File: config.mk
export PLATFORM = sky130hd
export DESIGN_NAME = gtx_reset_seq
export DESIGN_NICKNAME = d
export VERILOG_FILES = /design/src/rtl/gtx_ctrl_pkg.sv /design/src/rtl/sync_2ff.sv /design/src/rtl/gtx_reset_seq.sv
export SDC_FILE = /design/constraint.sdc
export NUM_CORES = 1
export LEC_CHECK = 0
export CAP_MARGIN = 40
export CORE_UTILIZATION = 49
export DETAILED_ROUTE_END_ITERATION = 16
export GPL_TIMING_DRIVEN = 0
export PLACE_DENSITY = 0.77
export SYNTH_ARGS = -nofsm -noshare
export SYNTH_HDL_FRONTEND = slang
export SYNTH_SLANG_ARGS = --single-unit
File: constraint.sdc
create_clock -name CLK -period 2 [get_ports CLK]
set_input_delay 0.3 -clock CLK [delete_from_list [all_inputs] [get_ports CLK]]
set_output_delay 0.3 -clock CLK [all_outputs]
set_load 0.005 [all_outputs]
File: src/rtl/gtx_ctrl_pkg.sv
// ---------------------------------------------------------------------------
// gtx_ctrl_pkg: shared state encoding, output bundle and timing defaults (rev 1.0)
// ---------------------------------------------------------------------------
`default_nettype none

package gtx_ctrl_pkg;

  typedef enum logic [2:0] {
    IDLE      = 3'd0,
    CPLL_RST  = 3'd1,
    WAIT_LOCK = 3'd2,
    GT_RST    = 3'd3,
    WAIT_DONE = 3'd4,
    READY     = 3'd5,
    RETRY     = 3'd6,
    FAULT     = 3'd7
  } state_t;

  typedef struct packed {
    logic cpllreset;
    logic gttxreset;
    logic gtrxreset;
    logic txuserrdy;
    logic rxuserrdy;
    logic link_ready;
    logic fault;
  } ctrl_t;

  localparam int DEF_CPLLRESET_CYCLES = 16;
  localparam int DEF_LOCK_TIMEOUT     = 4096;
  localparam int DEF_GTRESET_CYCLES   = 8;
  localparam int DEF_DONE_TIMEOUT     = 4096;
  localparam int DEF_MAX_RETRIES      = 3;

  function automatic int max_int(input int a, input int b);
    return (a > b) ? a : b;
  endfunction

  // Output levels owned by each state; RETRY and IDLE drive everything low.
  function automatic ctrl_t decode_ctrl(input state_t s);
    ctrl_t c;
    c = '0;
    case (s)
      CPLL_RST:  c.cpllreset = 1'b1;
      GT_RST: begin
        c.gttxreset = 1'b1;
        c.gtrxreset = 1'b1;
      end
      WAIT_DONE: begin
        c.txuserrdy = 1'b1;
        c.rxuserrdy = 1'b1;
      end
      READY: begin
        c.txuserrdy  = 1'b1;
        c.rxuserrdy  = 1'b1;
        c.link_ready = 1'b1;
      end
      FAULT: begin
        c.cpllreset = 1'b1;
        c.gttxreset = 1'b1;
        c.gtrxreset = 1'b1;
        c.fault     = 1'b1;
      end
      default: c = '0;
    endcase
    return c;
  endfunction

endpackage

`default_nettype wire

File: src/rtl/sync_2ff.sv
// ---------------------------------------------------------------------------
// sync_2ff: two-flop synchronizer for a single asynchronous level (rev 1.0)
// ---------------------------------------------------------------------------
`default_nettype none

module sync_2ff (
  input  logic clk,
  input  logic d,
  output logic q
);

  logic meta;

  always_ff @(posedge clk) begin
    meta <= d;
    q    <= meta;
  end

endmodule

`default_nettype wire

File: src/rtl/gtx_reset_seq.sv
// ---------------------------------------------------------------------------
// gtx_reset_seq: gt0 CPLL/GT reset and userrdy sequencer with bounded retry (rev 1.0)
// ---------------------------------------------------------------------------
`default_nettype none

module gtx_reset_seq
  import gtx_ctrl_pkg::*;
#(
  parameter int CPLLRESET_CYCLES = DEF_CPLLRESET_CYCLES,
  parameter int LOCK_TIMEOUT     = DEF_LOCK_TIMEOUT,
  parameter int GTRESET_CYCLES   = DEF_GTRESET_CYCLES,
  parameter int DONE_TIMEOUT     = DEF_DONE_TIMEOUT,
  parameter int MAX_RETRIES      = DEF_MAX_RETRIES
) (
  input  logic       CLK,
  input  logic       RST,
  input  logic       START,
  input  logic       gt0_cplllock_in,
  input  logic       gt0_txresetdone_in,
  input  logic       gt0_rxresetdone_in,
  output logic       gt0_cpllreset_out,
  output logic       gt0_gttxreset_out,
  output logic       gt0_gtrxreset_out,
  output logic       gt0_txuserrdy_out,
  output logic       gt0_rxuserrdy_out,
  output logic       LINK_READY,
  output logic       FAULT,
  output logic [3:0] RETRY_CNT
);

  localparam int TIMER_SPAN = max_int(max_int(LOCK_TIMEOUT, DONE_TIMEOUT),
                                      max_int(CPLLRESET_CYCLES, GTRESET_CYCLES));
  localparam int TIMER_W    = (TIMER_SPAN > 1) ? $clog2(TIMER_SPAN) : 1;

  state_t             state;
  state_t             next_state;
  logic [TIMER_W-1:0] timer;
  logic [3:0]         retry_cnt;
  logic [4:0]         retry_next;
  logic               lock_s;
  logic               txdone_s;
  logic               rxdone_s;
  logic               done_s;
  ctrl_t              ctrl_d;
  ctrl_t              ctrl_q;

  sync_2ff u_sync_lock   (.clk(CLK), .d(gt0_cplllock_in),    .q(lock_s));
  sync_2ff u_sync_txdone (.clk(CLK), .d(gt0_txresetdone_in), .q(txdone_s));
  sync_2ff u_sync_rxdone (.clk(CLK), .d(gt0_rxresetdone_in), .q(rxdone_s));

  assign done_s     = txdone_s & rxdone_s;
  assign retry_next = {1'b0, retry_cnt} + 5'd1;

  // Done beats timeout and lock beats timeout; lock loss in READY beats done loss.
  always_comb begin
    next_state = state;
    case (state)
      IDLE:      if (START) next_state = CPLL_RST;
      CPLL_RST:  if (timer == TIMER_W'(CPLLRESET_CYCLES - 1)) next_state = WAIT_LOCK;
      WAIT_LOCK: begin
        if (lock_s)                                      next_state = GT_RST;
        else if (timer == TIMER_W'(LOCK_TIMEOUT - 1))    next_state = RETRY;
      end
      GT_RST:    if (timer == TIMER_W'(GTRESET_CYCLES - 1)) next_state = WAIT_DONE;
      WAIT_DONE: begin
        if (done_s)                                      next_state = READY;
        else if (!lock_s)                                next_state = RETRY;
        else if (timer == TIMER_W'(DONE_TIMEOUT - 1))    next_state = RETRY;
      end
      READY: begin
        if (!lock_s)      next_state = RETRY;
        else if (!done_s) next_state = GT_RST;
      end
      RETRY: next_state = (retry_next == 5'(MAX_RETRIES)) ? gtx_ctrl_pkg::FAULT : CPLL_RST;
      gtx_ctrl_pkg::FAULT: next_state = gtx_ctrl_pkg::FAULT;
      default:   next_state = IDLE;
    endcase
    ctrl_d = decode_ctrl(next_state);
  end

  always_ff @(posedge CLK) begin
    if (RST) begin
      state     <= IDLE;
      timer     <= '0;
      retry_cnt <= '0;
      ctrl_q    <= '0;
    end else begin
      state  <= next_state;
      timer  <= (next_state != state) ? '0 : timer + TIMER_W'(1);
      ctrl_q <= ctrl_d;
      if (state == RETRY)
        retry_cnt <= (retry_cnt == 4'hF) ? 4'hF : retry_next[3:0];
      else if ((next_state == READY) && (state != READY))
        retry_cnt <= '0;
    end
  end

  assign gt0_cpllreset_out = ctrl_q.cpllreset;
  assign gt0_gttxreset_out = ctrl_q.gttxreset;
  assign gt0_gtrxreset_out = ctrl_q.gtrxreset;
  assign gt0_txuserrdy_out = ctrl_q.txuserrdy;
  assign gt0_rxuserrdy_out = ctrl_q.rxuserrdy;
  assign LINK_READY        = ctrl_q.link_ready;
  assign FAULT             = ctrl_q.fault;
  assign RETRY_CNT         = retry_cnt;

endmodule

`default_nettype wire

# Yosys cells after proc, flatten, opt, wreduce, memory -nomap -nowiden
# Index checks and enable logic that the tools add are counted.
[totals]
rom_bits = 0
n_memories = 0
reg_bits = 32
mem_bits_rw = 0
latch_bits = 0
elab_cells = 64
out_inout_bits = 11
[op_classes]
eq_ne = 19
n_shift = 0
n_reduce_logical = 7
bitwise = 1
n_div = 0
n_addsub = 2
multipliers = 0
mux = 19
order_cmp = 0
[op_table]
columns = ["op", "n"]
rows = [
  ["$mux W3", 10],
  ["$pmux W3 S8", 1],
  ["$eq A3 B3 Y1 const B", 7],
  ["$add A12 B1 Y12 const B", 1],
  ["$eq A12 B12 Y1 const B", 1],
  ["$eq A12 B3 Y1 const B", 1],
  ["$eq A12 B4 Y1 const B", 1],
  ["$mux W4", 3],
  ["$eq A3 B2 Y1 const B", 3],
  ["$reduce_or A2 Y1", 4],
  ["$eq A3 B1 Y1 const B", 2],
  ["$add A4 B1 Y5 const B", 1],
  ["$eq A5 B2 Y1 const B", 1],
  ["$eq A4 B4 Y1 const B", 1],
  ["$mux W2", 2],
  ["$logic_not A3 Y1", 1],
  ["$mux W1", 3],
  ["$ne A3 B3 Y1", 1],
  ["$ne A3 B3 Y1 const B", 1],
  ["$reduce_bool A2 Y1", 1],
  ["$and A1 B1 Y1", 1],
  ["$logic_and A1 B1 Y1", 1],
]

# Longest topological paths before layout
# Gate-level depths: netlist of run 1.
[depth]
word_depth = 9
depth_mapped = 9
ltp_nobuf = 8

# Hierarchy
# From an unflattened synthesis of run 1, not the netlist that was laid out.
[unflattened]
cells_unflattened = 177
hier_area_um2 = 1571.5
[by_module_without_submodules]
columns = ["mod", "instances", "seq_area_each_um2", "area_per_inst_um2", "cells_each"]
rows = [
  ["gtx_reset_seq", 1, 480.5, 1451.4, 171],
  ["sync_2ff", 3, 40.0, 40.0, 2],
]

# Least setup slack after synthesis of run 1
# Ideal clock, no wire load.
[synth_path]
kind = "register -> register"
start = "register timer[0]"
end = "register timer[10]"
arrival_time_ns = 1.882
path_stages_with_launch = 9
required_ns = 1.883
path_slack_ns = 0.001
setup_ns = 0.117
path_cell_list = "dfxtp_1 ha_1 and2_1 nand4_1 o21ai_0 a2111oi_0 a21oi_1 buf_4 nor3_1"
[synth_via]
elab_chain_len = 7
word_cells_on_any_way = 13
[synth_rtl]
columns = ["item", "line_no", "source"]
rows = [
  ["from (decl)", "gtx_reset_seq.sv:37", "logic [TIMER_W-1:0] timer;"],
  ["from (signal assigned)", "gtx_reset_seq.sv:89", "timer <= (next_state != state) ? '0 : timer + TIMER_W'(1);"],
  ["$eq A12 B12 Y1", "gtx_reset_seq.sv:62, gtx_reset_seq.sv:68", ""],
  ["$mux W3", "gtx_reset_seq.sv:62, gtx_reset_seq.sv:68", ""],
  ["$mux W3", "gtx_reset_seq.sv:67", "else if (!lock_s) next_state = RETRY;"],
  ["$mux W3", "gtx_reset_seq.sv:66", "if (done_s) next_state = READY;"],
  ["$pmux W3 S8", "gtx_reset_seq.sv:57", "case (state)"],
  ["$ne A3 B3 Y1", "gtx_reset_seq.sv:89", ""],
  ["$reduce_or A2 Y1 (no source line)", "--", ""],
]
# Several ways; a longest one is shown, not always the timed one.
# A chain may end at the register's enable or synchronous reset.

# Worst setup path in the final report of run 1
[layout_path]
start = "register timer[6]"
end = "register timer[8]"
# The elaborated chain is that of the path after synthesis.

==> results of run 1 <==
## per-layer routing
layer	part of all wire	vias up	wire [um]	global-route usage
met1	0.42	645	1640	0.264
met2	0.50	55	1970	0.333
met4	0.034	0	136	0.0592
met5	0	-	0	0
met3	0.050	15	198	0.0691
li1	-	637	-	-
## cell type report
type,instances,area (um^2)
Clock buffer,8,78.8
Tap cell,31,38.8
Sequential cell,30,618
Buffer,9,70.1
Fill cell,200,764
Multi-Input combinational cell,117,948
Timing Repair Buffer,28,251
Inverter,3,11.3
## timing repair
item | 4_1_cts | 5_1_grt
endpoints found under the setup margin | 15 | 17
setup buffers | 4 | 8
gates cloned | 0 | 1
gates resized for setup | 23 | 32
hold endpoints to repair | 0 | 0
pin swaps | 7 | 14
## kinds of logic after synthesis
logic type	count (synthesis)	share of synthesized area
AOI/OAI and AO/OA	24	0.125
DFF	30	0.414
buffers and inverters	13	0.0534
xor gates and xnor gates	12	0.0724
and+or+nand+nor	78	0.309
adders and majority gates	3	0.0259
## where the power goes
part / internal [W] / total (W) / switching, W
Combinational: 0.0000317 / 0.0000650 / 0.0000333
Sequential: 0.000607 / 0.000618 / 0.0000109
Clock: 0.000240 / 0.000450 / 0.000210
## through the flow
stage | util | power, W | TNS (ns) | area, um^2
finish | 0.725 | 0.00113 | -1.92 | 2020
global route | 0.725 | 0.00117 | -3.09 | 2020
CTS | 0.658 | 0.00113 | 0 | 1830
detailed placement | 0.590 | 0.000683 | -3.87 | 1640
global placement | 0.590 | 0.000682 | -3.22 | 1640
floorplan | - | 0.000663 | 0 | 1450
## layout by cell type (no fill, tap or decap), types with 3 or more instances in the layout
| cell | instances |
|---|---|
| nor2b_1 | 3 |
| xor2_1 | 8 |
| nor3_2 | 11 |
| xnor2_1 | 4 |
| a21oi_1 | 4 |
| nor3b_1 | 3 |
| nor3_1 | 3 |
| clkbuf_4 | 5 |
| inv_1 | 3 |
| nand4_1 | 3 |
| nand3_1 | 7 |
| dfxtp_4 | 3 |
| and3_1 | 3 |
| nor4_4 | 3 |
| clkdlybuf4s50_1 | 15 |
| nand2_1 | 12 |
| dfxtp_1 | 22 |
| nand2b_1 | 4 |
| dfxtp_2 | 5 |
| buf_4 | 15 |
| nor2_1 | 13 |
| clkbuf_8 | 3 |
| buf_6 | 4 |
## final timing paths
check	startpoint	slack, ns	cells past startpoint	to
worst min-delay path	RST	0.32	2	state[2]
worst min register to register	u_sync_rxdone.meta	0.33	0	u_sync_rxdone.q
worst max-delay path	timer[6]	-0.16	7	timer[8]
worst max register to register	timer[6]	-0.16	7	timer[8]
==> impl_metrics.tcl, run 1 <==
set metrics [dict create \
    outcome "finished, violations left" \
    layout.nets 203 \
    largest_reg_flops 12 \
    synth_top_area_frac 0.414 \
    antenna_found_initial 0 \
    dpl.cell_count 206 \
    yosys_warnings 0 \
    synth_most_common_cell "dfxtp_1" \
    io-pin-count 17 \
    synth_largest_area_cell "dfxtp_1" \
    synthesis.nets 169 \
    cp_max_fo 6 \
    tritoncts "built" \
    wl_mm 3.94 \
    async_flop_share 0 \
    crit_family "simple AND/OR/NAND/NOR gates" \
    largest-register "timer" \
    max_freq_ghz 0.462 \
    cp.arrival_ns 2.39 \
    num_rows 19 \
    holdWs_ns 0.318 \
    clk_path_buf_depth 2 \
    setup_slack_ns -0.163 \
    port_buffers 15 \
    start_util 0.522 \
    grt_setup_unrepaired "true" \
    ant_nets 0 \
    layout-drive-gt1-share 0.364 \
    clock_sinks 30 \
    die_area_um2 3180 \
    path_class "flop to flop" \
    power-per-cell-area_nw_per_um2 561 \
    leakagePower_nw 0.720 \
    syn-cell-area_um2 1450 \
    die_width_um 56.4 \
    htreeDepth 2 \
    drc_errors 0 \
    crit_buf_inv 1 \
    skew_ns 0.0149 \
    cts_root_buffer "clkbuf_4" \
    hold_path.class "input pin to flop" \
    start_kind "flop" \
    hold_buffers 0 \
    syn_inst 160 \
    grt_usage 0.207 \
    slew_viol_final 0 \
    pre_cts_ws_ns -0.355 \
    slew_headroom 0.597 \
    grt_max_degree 11 \
    wire_per_inst_um 17.4 \
    areaGrowthSynthToFinish_pct 39.0 \
    post-route-period-util 1.08 \
    period_minus_slack_ns 2.16 \
    clkTransAtPathRegs_ns 0.10 \
    first_pass_iters 4 \
    ys_top_cells_by_area "dfxtp_1, nor3_1, xor2_1, nor2_1, nand2_1" \
    clock_latency_ns 0.34 \
    cpMaxStageDelayCell "dfxtp_1" \
    violations "setup timing" \
    core_um2 2780 \
    setup_viol 17 \
    hpwlAfterDp_mm 2.02 \
    cp.required_ns 2.22 \
    grt_pass1_vias 1147 \
    drt-vias-per-instance 5.98 \
    ys_types 44 \
    synth_edf_count 0 \
    tightestPinTransition_ns 0.604 \
    fin_cells 226 \
    maxCapViolCount 0 \
    routabilityCongestion 0.796 \
    overflow 0 \
    yosysSeqAreaShare 0.414 \
    drt-initial-drc-count 48 \
    ir_drop_mv 0.563 \
    critPathCaptureType "flop" \
    cts_buffers 5 \
    vias 1352 \
    synthTopCellsByCount "dfxtp_1, nor3_1, nor2_1, nand2_1, xor2_1" \
    synth_seq_cells 30 \
    finalHoldViolCount 0 \
    crit_path_max_incr_delay_ns 0.49 \
    cp_cell_sequence "and3_1 -> nand4_1 -> or3_1 -> a21oi_2 -> a2111o_1 -> buf_6 -> nor3_2" \
    synthFlopType "dfxtp_1" \
    grt_pass1_wl_mm 5.09 \
    insertedDiodeCount 0 \
    avgSynthCellArea_um2 9.07 \
    die_h_um 56.4 \
]
No activity file was read; power rests on OpenSTA's default activity.
==> run 2: changes to the inputs <==
--- a/config.mk
+++ b/config.mk
@@ -6,10 +6,13 @@
 export NUM_CORES = 1
 export LEC_CHECK = 0
 export CAP_MARGIN = 40
-export CORE_UTILIZATION = 49
+export CORE_UTILIZATION = 50
+export CTS_BUF_LIST = sky130_fd_sc_hd__clkbuf_16
 export DETAILED_ROUTE_END_ITERATION = 16
 export GPL_TIMING_DRIVEN = 0
-export PLACE_DENSITY = 0.77
+export PLACE_DENSITY = 0.78
+export SETUP_SLACK_MARGIN = 0.3
 export SYNTH_ARGS = -nofsm -noshare
 export SYNTH_HDL_FRONTEND = slang
+export SYNTH_HIERARCHICAL = 1
 export SYNTH_SLANG_ARGS = --single-unit
==> impl_metrics.tcl, run 2 <==
set metrics [dict create \
    drc_errors 1 \
    largest_reg_flops 12 \
    grt_max_degree 11 \
    first_pass_iters 10 \
    fin_util 0.759 \
    pre_cts_ws_ns -0.0809 \
    synthesis.nets 186 \
    io-pin-count 17 \
    max_freq_ghz 0.500 \
    fin_cells 251 \
    p_total_w 0.00139 \
    layout.nets 217 \
    grt_usage 0.259 \
    hpwlAfterDp_mm 2.24 \
    drt-vias-per-instance 5.92 \
    synth_most_common_cell "dfxtp_1" \
    ys_types 48 \
    clock_latency_ns 0.28 \
    synth_top_area_frac 0.382 \
    die_width_um 58.1 \
    start_kind "flop" \
    grt_pass1_wl_mm 6.39 \
    wl_mm 4.06 \
    die_h_um 58.1 \
    post-route-period-util 1.00 \
    leakagePower_nw 0.795 \
    power-per-cell-area_nw_per_um2 635 \
    outcome "finished, violations left" \
    finalHoldViolCount 0 \
    antenna_found_initial 0 \
    clkTransAtPathRegs_ns 0.05 \
    violations "DRC" \
    cts_buffers 5 \
    areaGrowthSynthToFinish_pct 38.9 \
    synth_largest_area_cell "dfxtp_1" \
    num_rows 19 \
    wire_per_inst_um 16.2 \
    port_buffers 15 \
    synth_seq_cells 30 \
    critPathCaptureType "flop" \
    grt_pass1_vias 1366 \
    die_area_um2 3370 \
    maxCapViolCount 0 \
    grt_setup_unrepaired "true" \
    overflow 0 \
    ir_drop_mv 0.580 \
    cp.arrival_ns 2.17 \
    tritoncts "built" \
    syn_inst 177 \
    vias 1486 \
    tightestPinTransition_ns 0.421 \
    setup_viol 0 \
    ys_top_cells_by_area "dfxtp_1, nand2_1, nor2_1, xnor2_1, xor2_1" \
    htreeDepth 2 \
    slew_viol_final 0 \
    async_flop_share 0 \
    cts_root_buffer "clkbuf_16" \
    avgSynthCellArea_um2 8.88 \
    cp.required_ns 2.17 \
    synth_edf_count 0 \
    core_um2 2880 \
    yosys_warnings 6 \
    period_minus_slack_ns 2.00 \
    insertedDiodeCount 0 \
    slew_headroom 0.719 \
    routabilityCongestion 0.817 \
    num-fill-cells 189 \
    ant_nets 0 \
    setup_slack_ns 0.000670 \
    hold_path.class "flop to flop" \
    path_class "flop to flop" \
    dpl.cell_count 234 \
    start_util 0.546 \
    clk_path_buf_depth 2 \
    skew_ns 0.00411 \
    largest-register "timer" \
    synthFlopType "dfxtp_1" \
    syn-cell-area_um2 1570 \
    finalSetupTns_ns 0 \
    layout-drive-gt1-share 0.354 \
    synthTopCellsByCount "dfxtp_1, nand2_1, nor2_1, nand3_1" \
    clock_sinks 30 \
    yosysSeqAreaShare 0.382 \
    cp_max_fo 6 \
    drt-initial-drc-count 90 \
    most-common-layout-cells "dfxtp_1, nand2_1, clkdlybuf4s50_1, nor2_1, buf_4" \
]
[run 2: cell types whose count changed after synthesis, sizes merged, moves of 3 or more]
cell and delta:
nor2 +10, nand2 +9, nor3 -7, inv +4, nand3 +3, nor3b -3
[run 2: power breakdown]
part	leakage [nW]	total, W	internal [W]	switching [W]
clock network	0.0748	0.000688	0.000448	0.000239
registers	0.251	0.000624	0.000612	0.0000122
logic	0.469	0.0000735	0.0000345	0.0000389
[run 2: per-layer routing]
metal	track usage	wire length (um)
met5	0	0
met4	0.170	145
met3	0.0893	272
met2	0.401	1950
met1	0.304	1700
[run 2: logic make-up after synthesis]
group                      share of synthesized area
AOI/OAI and AO/OA                              0.139
xor gates and xnor gates                      0.0669
adders and majority gates                     0.0239
buffers and inverters                         0.0764
DFF                                            0.382
muxes                                         0.0127
and+or+nand+nor                                0.299
[run 2: final timing paths]
kind	slack [ns]	from	cells past startpoint	endpoint
hold / removal	0.32	u_sync_rxdone/meta	0	u_sync_rxdone/q
setup / recovery	0.0007	timer[7]	7	timer[10]
hold reg to reg	0.32	u_sync_rxdone/meta	0	u_sync_rxdone/q
setup reg to reg	0.0007	timer[7]	7	timer[10]
[run 2: what timing repair did]
item                       in CTS  in global routing
setup buffers                   7                  0
resized for setup              19                 20
cloned                          2                  0
hold buffers                    0                  0
setup endpoints to repair      19                 20
pin swaps                      15                  8
[run 2: per-stage QoR]
step | hold slack [ns] | cell area, um^2
2_1_floorplan | 0.310 | 1630
3_3_place_gp | 0.311 | 1830
3_5_place_dp | 0.314 | 1830
4_1_cts | 0.325 | 2110
5_1_grt | 0.335 | 2180
6_report | 0.323 | 2180
[run 2: final cells by class]
type	count	area [um^2]	area share
inverter	7	32.5	0.0149
buffer	10	86.3	0.0396
multi-input combinational	130	1020	0.470
clock buffer	5	125	0.0573
timing repair buffer	24	226	0.104
tap	42	52.6	0.0241
clock inverter	3	13.8	0.00631
sequential	30	621	0.284
[run 2: critical path: stages (launching register included)]
cell     delay [ns]
dfxtp_2        0.39
nand3_1        0.15
or4_4          0.58
a31oi_4        0.23
nor3_2         0.09
a31oi_4        0.24
buf_6          0.18
nor2_2         0.04
